==> config.mk <==
export PLATFORM = sky130hd
export DESIGN_NAME = ddr3_command_responder
export DESIGN_NICKNAME = d
export VERILOG_FILES = /design/src/rtl/ddr3_command_responder.sv
export SDC_FILE = /design/constraint.sdc
export NUM_CORES = 2
export LEC_CHECK = 0
export CAP_MARGIN = 20
export CORE_MARGIN = 2
export CORE_UTILIZATION = 50
export DETAILED_ROUTE_END_ITERATION = 10
export PLACE_DENSITY = 0.65
export SYNTH_ARGS = -nofsm -noshare
export SYNTH_HDL_FRONTEND = slang
export SYNTH_SLANG_ARGS = --single-unit
export TNS_END_PERCENT = 30
==> constraint.sdc <==
create_clock -name clk -period 6.5 [get_ports clk]
set_input_delay 1.3 -clock clk [delete_from_list [all_inputs] [get_ports clk]]
set_output_delay 1.3 -clock clk [all_outputs]
set_load 0.01 [all_outputs]
==> src/rtl/ddr3_command_responder.sv <==
// ddr3_command_responder: behavioural DDR3 device model that decodes commands, tracks
// open banks/rows, and serves BL8 read/write bursts from a 256-word store.
//
// Optional feature: define DATA_MASK_EN to add the ldm/udm byte-mask inputs.
//
// Ports:
//   clk, reset                      clock and synchronous active-high reset
//   ck_en, cs_n, ras_n, cas_n, we_n DDR3 command pins, sampled on rising clk
//   address, bank_address           row/mode address and bank select
//   dq_in                           write data, captured on write beats
//   ldm, udm                        byte masks for [7:0]/[15:8] (DATA_MASK_EN only)
//   dq_out, dq_oe                   read data and its drive enable
//   dqs_out, dqs_oe                 read strobe (with one-cycle preamble) and enable
//   open_banks                      bit n set while bank n has an open row
//   error                           sticky protocol-violation flag
module ddr3_command_responder #(
    parameter int unsigned ADDRESS_BITWIDTH      = 15,
    parameter int unsigned BANK_ADDRESS_BITWIDTH = 3,
    parameter int unsigned DQ_BITWIDTH           = 16
) (
    input  logic                             clk,
    input  logic                             reset,
    input  logic                             ck_en,
    input  logic                             cs_n,
    input  logic                             ras_n,
    input  logic                             cas_n,
    input  logic                             we_n,
    input  logic [ADDRESS_BITWIDTH-1:0]      address,
    input  logic [BANK_ADDRESS_BITWIDTH-1:0] bank_address,
    input  logic [DQ_BITWIDTH-1:0]           dq_in,
`ifdef DATA_MASK_EN
    input  logic                             ldm,
    input  logic                             udm,
`endif
    output logic [DQ_BITWIDTH-1:0]           dq_out,
    output logic                             dq_oe,
    output logic                             dqs_out,
    output logic                             dqs_oe,
    output logic [7:0]                       open_banks,
    output logic                             error
);

    localparam logic [1:0] StIdle    = 2'd0;
    localparam logic [1:0] StWaitLat = 2'd1;
    localparam logic [1:0] StBurst   = 2'd2;

    localparam logic [2:0] CmdAct   = 3'b011;
    localparam logic [2:0] CmdRead  = 3'b101;
    localparam logic [2:0] CmdWrite = 3'b100;
    localparam logic [2:0] CmdPre   = 3'b010;
    localparam logic [2:0] CmdRef   = 3'b001;
    localparam logic [2:0] CmdMrs   = 3'b000;

    logic [DQ_BITWIDTH-1:0] mem_q [256];

    logic [1:0]             state_q, state_d;
    logic [2:0]             cnt_q, cnt_d;
    logic [2:0]             beat_q, beat_d;
    logic                   is_read_q, is_read_d;
    logic [2:0]             bbank_q, bbank_d;
    logic [1:0]             brow_q, brow_d;
    logic [3:0]             cl_q, cl_d;
    logic [3:0]             cwl_q, cwl_d;
    logic [7:0]             open_q, open_d;
    logic [7:0][1:0]        row_q, row_d;
    logic                   error_q, error_d;
    logic [DQ_BITWIDTH-1:0] dq_out_q, dq_out_d;
    logic                   dq_oe_q, dq_oe_d;
    logic                   dqs_out_q, dqs_out_d;
    logic                   dqs_oe_q, dqs_oe_d;

    logic                   cmd_valid;
    logic [2:0]             cmd;
    logic [2:0]             bank;
    logic                   do_beat;
    logic [2:0]             cur_beat;
    logic [7:0]             mem_idx;
    logic                   mem_we;
    logic                   unused_pins;

    assign cmd_valid   = ck_en && !cs_n;
    assign cmd         = {ras_n, cas_n, we_n};
    assign bank        = bank_address[2:0];
    assign unused_pins = ^{address, bank_address};

    always_comb begin
        state_d   = state_q;
        cnt_d     = cnt_q;
        beat_d    = beat_q;
        is_read_d = is_read_q;
        bbank_d   = bbank_q;
        brow_d    = brow_q;
        cl_d      = cl_q;
        cwl_d     = cwl_q;
        open_d    = open_q;
        row_d     = row_q;
        error_d   = error_q;
        dq_out_d  = '0;
        dq_oe_d   = 1'b0;
        dqs_out_d = 1'b0;
        dqs_oe_d  = 1'b0;
        do_beat   = 1'b0;

        // cnt_q reaches 0 exactly on the edge that must present/capture beat 0.
        case (state_q)
            StWaitLat: begin
                if (cnt_q == 3'd0) begin
                    state_d = StBurst;
                    beat_d  = 3'd1;
                    do_beat = 1'b1;
                end else begin
                    cnt_d    = cnt_q - 3'd1;
                    dqs_oe_d = is_read_q && (cnt_q == 3'd1);  // read preamble
                end
            end
            StBurst: begin
                do_beat = 1'b1;
                beat_d  = beat_q + 3'd1;
                if (beat_q == 3'd7) state_d = StIdle;
            end
            default: ;
        endcase

        cur_beat = (state_q == StBurst) ? beat_q : 3'd0;
        mem_idx  = {bbank_q, brow_q, cur_beat};
        mem_we   = do_beat && !is_read_q;
        if (do_beat && is_read_q) begin
            dq_out_d  = mem_q[mem_idx];
            dq_oe_d   = 1'b1;
            dqs_oe_d  = 1'b1;
            dqs_out_d = ~cur_beat[0];
        end

        if (cmd_valid) begin
            case (cmd)
                CmdAct: begin
                    if (open_q[bank]) begin
                        error_d = 1'b1;
                    end else begin
                        open_d[bank] = 1'b1;
                        row_d[bank]  = address[1:0];
                    end
                end
                CmdPre: begin
                    if (address[10]) open_d = '0;
                    else open_d[bank] = 1'b0;
                end
                CmdRef: begin
                    if (open_q != 8'd0) error_d = 1'b1;
                end
                CmdMrs: begin
                    if (bank == 3'd0) begin
                        if (!address[6]) cl_d = 4'd5 + {2'b00, address[5:4]};
                        else error_d = 1'b1;
                    end else if (bank == 3'd2) begin
                        if (!address[5]) cwl_d = 4'd5 + {2'b00, address[4:3]};
                        else error_d = 1'b1;
                    end
                end
                CmdRead, CmdWrite: begin
                    if (!open_q[bank] || state_q != StIdle) begin
                        error_d = 1'b1;
                    end else begin
                        state_d   = StWaitLat;
                        is_read_d = (cmd == CmdRead);
                        cnt_d     = (cmd == CmdRead) ? 3'(cl_q - 4'd1) : 3'(cwl_q - 4'd1);
                        bbank_d   = bank;
                        brow_d    = row_q[bank];
                    end
                end
                default: ;  // ZQCL, NOP
            endcase
        end
    end

    always_ff @(posedge clk) begin
        if (reset) begin
            state_q   <= StIdle;
            cnt_q     <= 3'd0;
            beat_q    <= 3'd0;
            is_read_q <= 1'b0;
            bbank_q   <= 3'd0;
            brow_q    <= 2'd0;
            cl_q      <= 4'd5;
            cwl_q     <= 4'd5;
            open_q    <= '0;
            row_q     <= '0;
            error_q   <= 1'b0;
            dq_out_q  <= '0;
            dq_oe_q   <= 1'b0;
            dqs_out_q <= 1'b0;
            dqs_oe_q  <= 1'b0;
        end else begin
            state_q   <= state_d;
            cnt_q     <= cnt_d;
            beat_q    <= beat_d;
            is_read_q <= is_read_d;
            bbank_q   <= bbank_d;
            brow_q    <= brow_d;
            cl_q      <= cl_d;
            cwl_q     <= cwl_d;
            open_q    <= open_d;
            row_q     <= row_d;
            error_q   <= error_d;
            dq_out_q  <= dq_out_d;
            dq_oe_q   <= dq_oe_d;
            dqs_out_q <= dqs_out_d;
            dqs_oe_q  <= dqs_oe_d;
        end
    end

    // Storage is deliberately not reset; reset only blocks an in-flight write beat.
    always_ff @(posedge clk) begin
        if (mem_we && !reset) begin
`ifdef DATA_MASK_EN
            if (!ldm) mem_q[mem_idx][7:0] <= dq_in[7:0];
            if (!udm) mem_q[mem_idx][DQ_BITWIDTH-1:8] <= dq_in[DQ_BITWIDTH-1:8];
`else
            mem_q[mem_idx] <= dq_in;
`endif
        end
    end

    assign dq_out     = dq_out_q;
    assign dq_oe      = dq_oe_q;
    assign dqs_out    = dqs_out_q;
    assign dqs_oe     = dqs_oe_q;
    assign open_banks = open_q;
    assign error      = error_q;

endmodule

==> flow_summary.yaml <==
finish:
  design.final.nets: 10786
  fillCellCount: 25150
  drive_above_1_share_pct: 10.3
  final-instance-count-excl-fill: 15463
  area.growth.synth_to_final_pct: 12.2
  register_area_sq_um: 124000
  multi_input_comb_area_sq_um: 39600
  most_common_cell_after_layout_fill_and_taps_aside: "edfxtp_1"
  commonest_cells_after_routing_fill_and_taps_aside: "edfxtp_1, mux2i_1, and3_1"
routing:
  routed_via_density: 6.33
  route.detailed.drc: 0
  number_of_violations_reported_at_the_end_of_detailed_routing_iteration_0: 13096
  routedWlPerCell_microns: 29.4
  antenna_left: 0
  vias: 97893
  drt_first_pass_iters: 6
  postRouteWirelength_mm: 455
setup_path:
  critPathLaunch: "state_q[0]"
  cp_slowest_cell: "nor2_2"
  critPathCaptureType: "register"
  worst_flop_to_flop_path_startpoint: "state_q[0]"
  critical_path.top_delay_family: "simple AND/OR/NAND/NOR gates"
  cp-start-kind: "register"
  worst-r2r-setup-slack_ps: 1370
  worst_r2r_path_depth: 8
  critical-path-max-stage-delay_ps: 890
  timing.rr.end: "mem_q[93][15]"
  crit_chain: "inv_1 -> ha_4 -> nand2_4 -> or3_1 -> nor2_2 -> nand2_2 -> buf_4 -> nor2_2"
  cp.buffers_inverters: 2
  crit_path_frequent_cell: "nor2_2"
  critical_path_required_ps: 7050
  crit_arrival_ps: 5680
  worst_path_max_fanout: 59
  timing_worst_setup_path_type: "reg -> reg"
power:
  power_density_nw_per_um2: 284
  vdd_drop_max_mv: 0.263
  leakagePower_nw: 68.1
  p_total_w: 0.0533
placement:
  globalplace.congestion: 0.842
  portBuffers: 60
  dp.cells: 14690
  dp_hpwl_mm: 255
global_route:
  global_route_wire_length_before_repair_mm: 651
  grt_pass1_vias: 92977
  largest_net_degree_at_the_start_of_global_routing: 293
  number_of_antenna_violations_at_the_first_check_in_global_routing: 22
  overflow: 0
  grt.total_usage_pct: 26.2
clocking:
  clock-root-buffer: "clkbuf_16"
  cts_repair_resizes: 0
  cts-htree-levels: 5
  cts_hold_repair.buffers: 0
  tritoncts: "built"
  number_of_buffers_added_by_the_clock_tree_synthesis_step: 418
  cts_post_setup_buffers_inserted: 0
  cts_clk_pin_slew_worst_paths_ps: 60
  worst_skew_pair.late_latency_ps: 990
  clock_path_buffers: 4
  clock_sink_count: 4160
synth:
  synthFlopType: "edfxtp_1"
  synth_simple_gate_area_share_pct: 5.11
  yosysSeqAreaShare_pct: 74.2
  post_synthesis_area_per_instance_sq_um: 15.7
  mappedNetlistNets: 10707
  main_combinational_cell_family_by_area_after_synthesis: "compound AO/OA/AOI/OAI gates"
  area_fraction_in_compound_gates_after_synthesis_pct: 12.1
  synth_xor_xnor_area_share_pct: 0.0105
  async_flop_share_pct: 0
  synthCells: 10654
  yosysWarningCount: 0
  post_synth_fa_ha_maj_area_fraction_pct: 0.0896
  synth_mux_area_share_pct: 6.21
  post_synth_num_cell_types: 58
  number_of_synthesized_flops_with_an_enable_pin: 4096
  postSynthRegisterBits: 4160
  post_synth_instance_area_sq_um: 168000
min_path:
  worst_hold_path.num_cells: 2
  min_from: "error"
  worst_hold_path.endpoint: "error"
  worst_hold_path_type: "reg -> reg"
sta:
  timing.final.crit_share_pct: 78.9
  achievable_freq_mhz: 195
  timing_max_transition_violations_final: 51
  hold_violations: 0
  final_clock_skew_ps: 74.2
  slew_headroom_pct: -1.15
  final-setup-viol-count: 0
  grt_setup_unrepaired: "no"
  max_slew.worst_pin.slew_ps: 1520
  finalCriticalPeriod_ps: 5130
  tns_ps: 0
die:
  top_level_ports: 69
  die_width_microns: 583
  height_of_the_die_microns: 583
  std_cell_rows: 212
  coreArea_sq_um: 333000
  initial_utilization_pct: 50.2
  fp.dieArea_sq_um: 340000
status:
  outcome: "finished with violations"
  violated_checks: "max-slew violations"
run:
  drv.max_cap_violation_count: 0
==> power breakdown <==
part	switching, W	internal (W)	leakage, nW	total [W]
registers	0.000000704	0.0295	37.3	0.0295
clock network	0.0101	0.0131	6.43	0.0233
logic	0.000503	0.0000504	24.4	0.000554
total	0.0106	0.0426	68.1	0.0533
==> layer usage <==
metal	wire (microns)	vias up	global-route usage, %
met3	41000	733	4.46
met4	15900	16	8.97
met1	183000	49981	36.6
li1	-	42670	-
met2	215000	4493	41.8
met5	111	-	0
==> tightest hold or removal path, stage by stage (launching register included) <==
cell	delay [ps]
dfxtp_1	310
inv_1	50
a21oi_1	50
==> sequential cells by signal, indices dropped and copies added (netlist names) <==
name and count:
bbank_q 3, beat_q 3, brow_q 2, cl_q 3, cnt_q 3, cwl_q 3
dq_oe 1, dq_out 16, dqs_oe 1, dqs_out 1, error 1, is_read_q 1
mem_q 4096, open_banks 8, row_q 16, state_q 2
==> worst max path at each step <==
stage / to / depth (start not counted)
final: mem_q[93][15] / 8
after global placement: mem_q[61][10] / 8
after floorplan: mem_q[223][0] / 7
after detailed placement: mem_q[145][6] / 8
after CTS: mem_q[145][12] / 8
after global routing: mem_q[93][15] / 8
==> per-stage QoR <==
step	worst slack [ps]	utilization, %	hold slack (ps)	cell area (sq um)
6_report	1370	56.3	458	188000
5_1_grt	1140	56.3	476	188000
4_1_cts	1290	56.3	452	188000
3_5_place_dp	1310	52.4	443	175000
3_3_place_gp	1290	52.3	443	174000
2_1_floorplan	2980	-	435	168000
==> synthesized netlist by cell type (8+ instances only) <==
library cell	number	area, sq um
edfxtp_1	4096	123000
mux2i_1	1036	10400
and3_1	773	4840
a21boi_0	759	5700
clkbuf_1	592	2220
nand2_1	576	2160
o211ai_1	512	3840
o22ai_1	384	2400
nor2_1	288	1080
a21oi_1	287	1440
o2111ai_1	256	2240
buf_2	246	1230
o41ai_1	158	1380
o21ai_1	154	771
o31a_1	128	1120
o21ai_0	114	571
dfxtp_1	64	1280
a41o_1	32	320
buf_1	22	82.6
nand3_1	22	110
a41oi_1	16	140
buf_6	16	180
buf_4	14	105
ha_1	12	150
a21boi_1	10	75.1
inv_1	8	30.0
==> logic make-up after synthesis <==
family	after synthesis
mux	1038
compound gates	2835
flops	4160
buf+inv	899
fa+ha+maj	12
simple gates	1708
xor+xnor	2
==> area by class of cell <==
cell class / instances / share of cell area, %
sequential: 4160 / 66.2
clock inverter: 238 / 1.18
inverter: 8 / 0.0160
antenna: 10 / 0.0133
tap: 4387 / 2.92
multi-input combinational: 5595 / 21.1
clock buffer: 515 / 5.83
timing repair buffer: 550 / 2.80
Note: power is estimated with default switching activity, not from simulation.
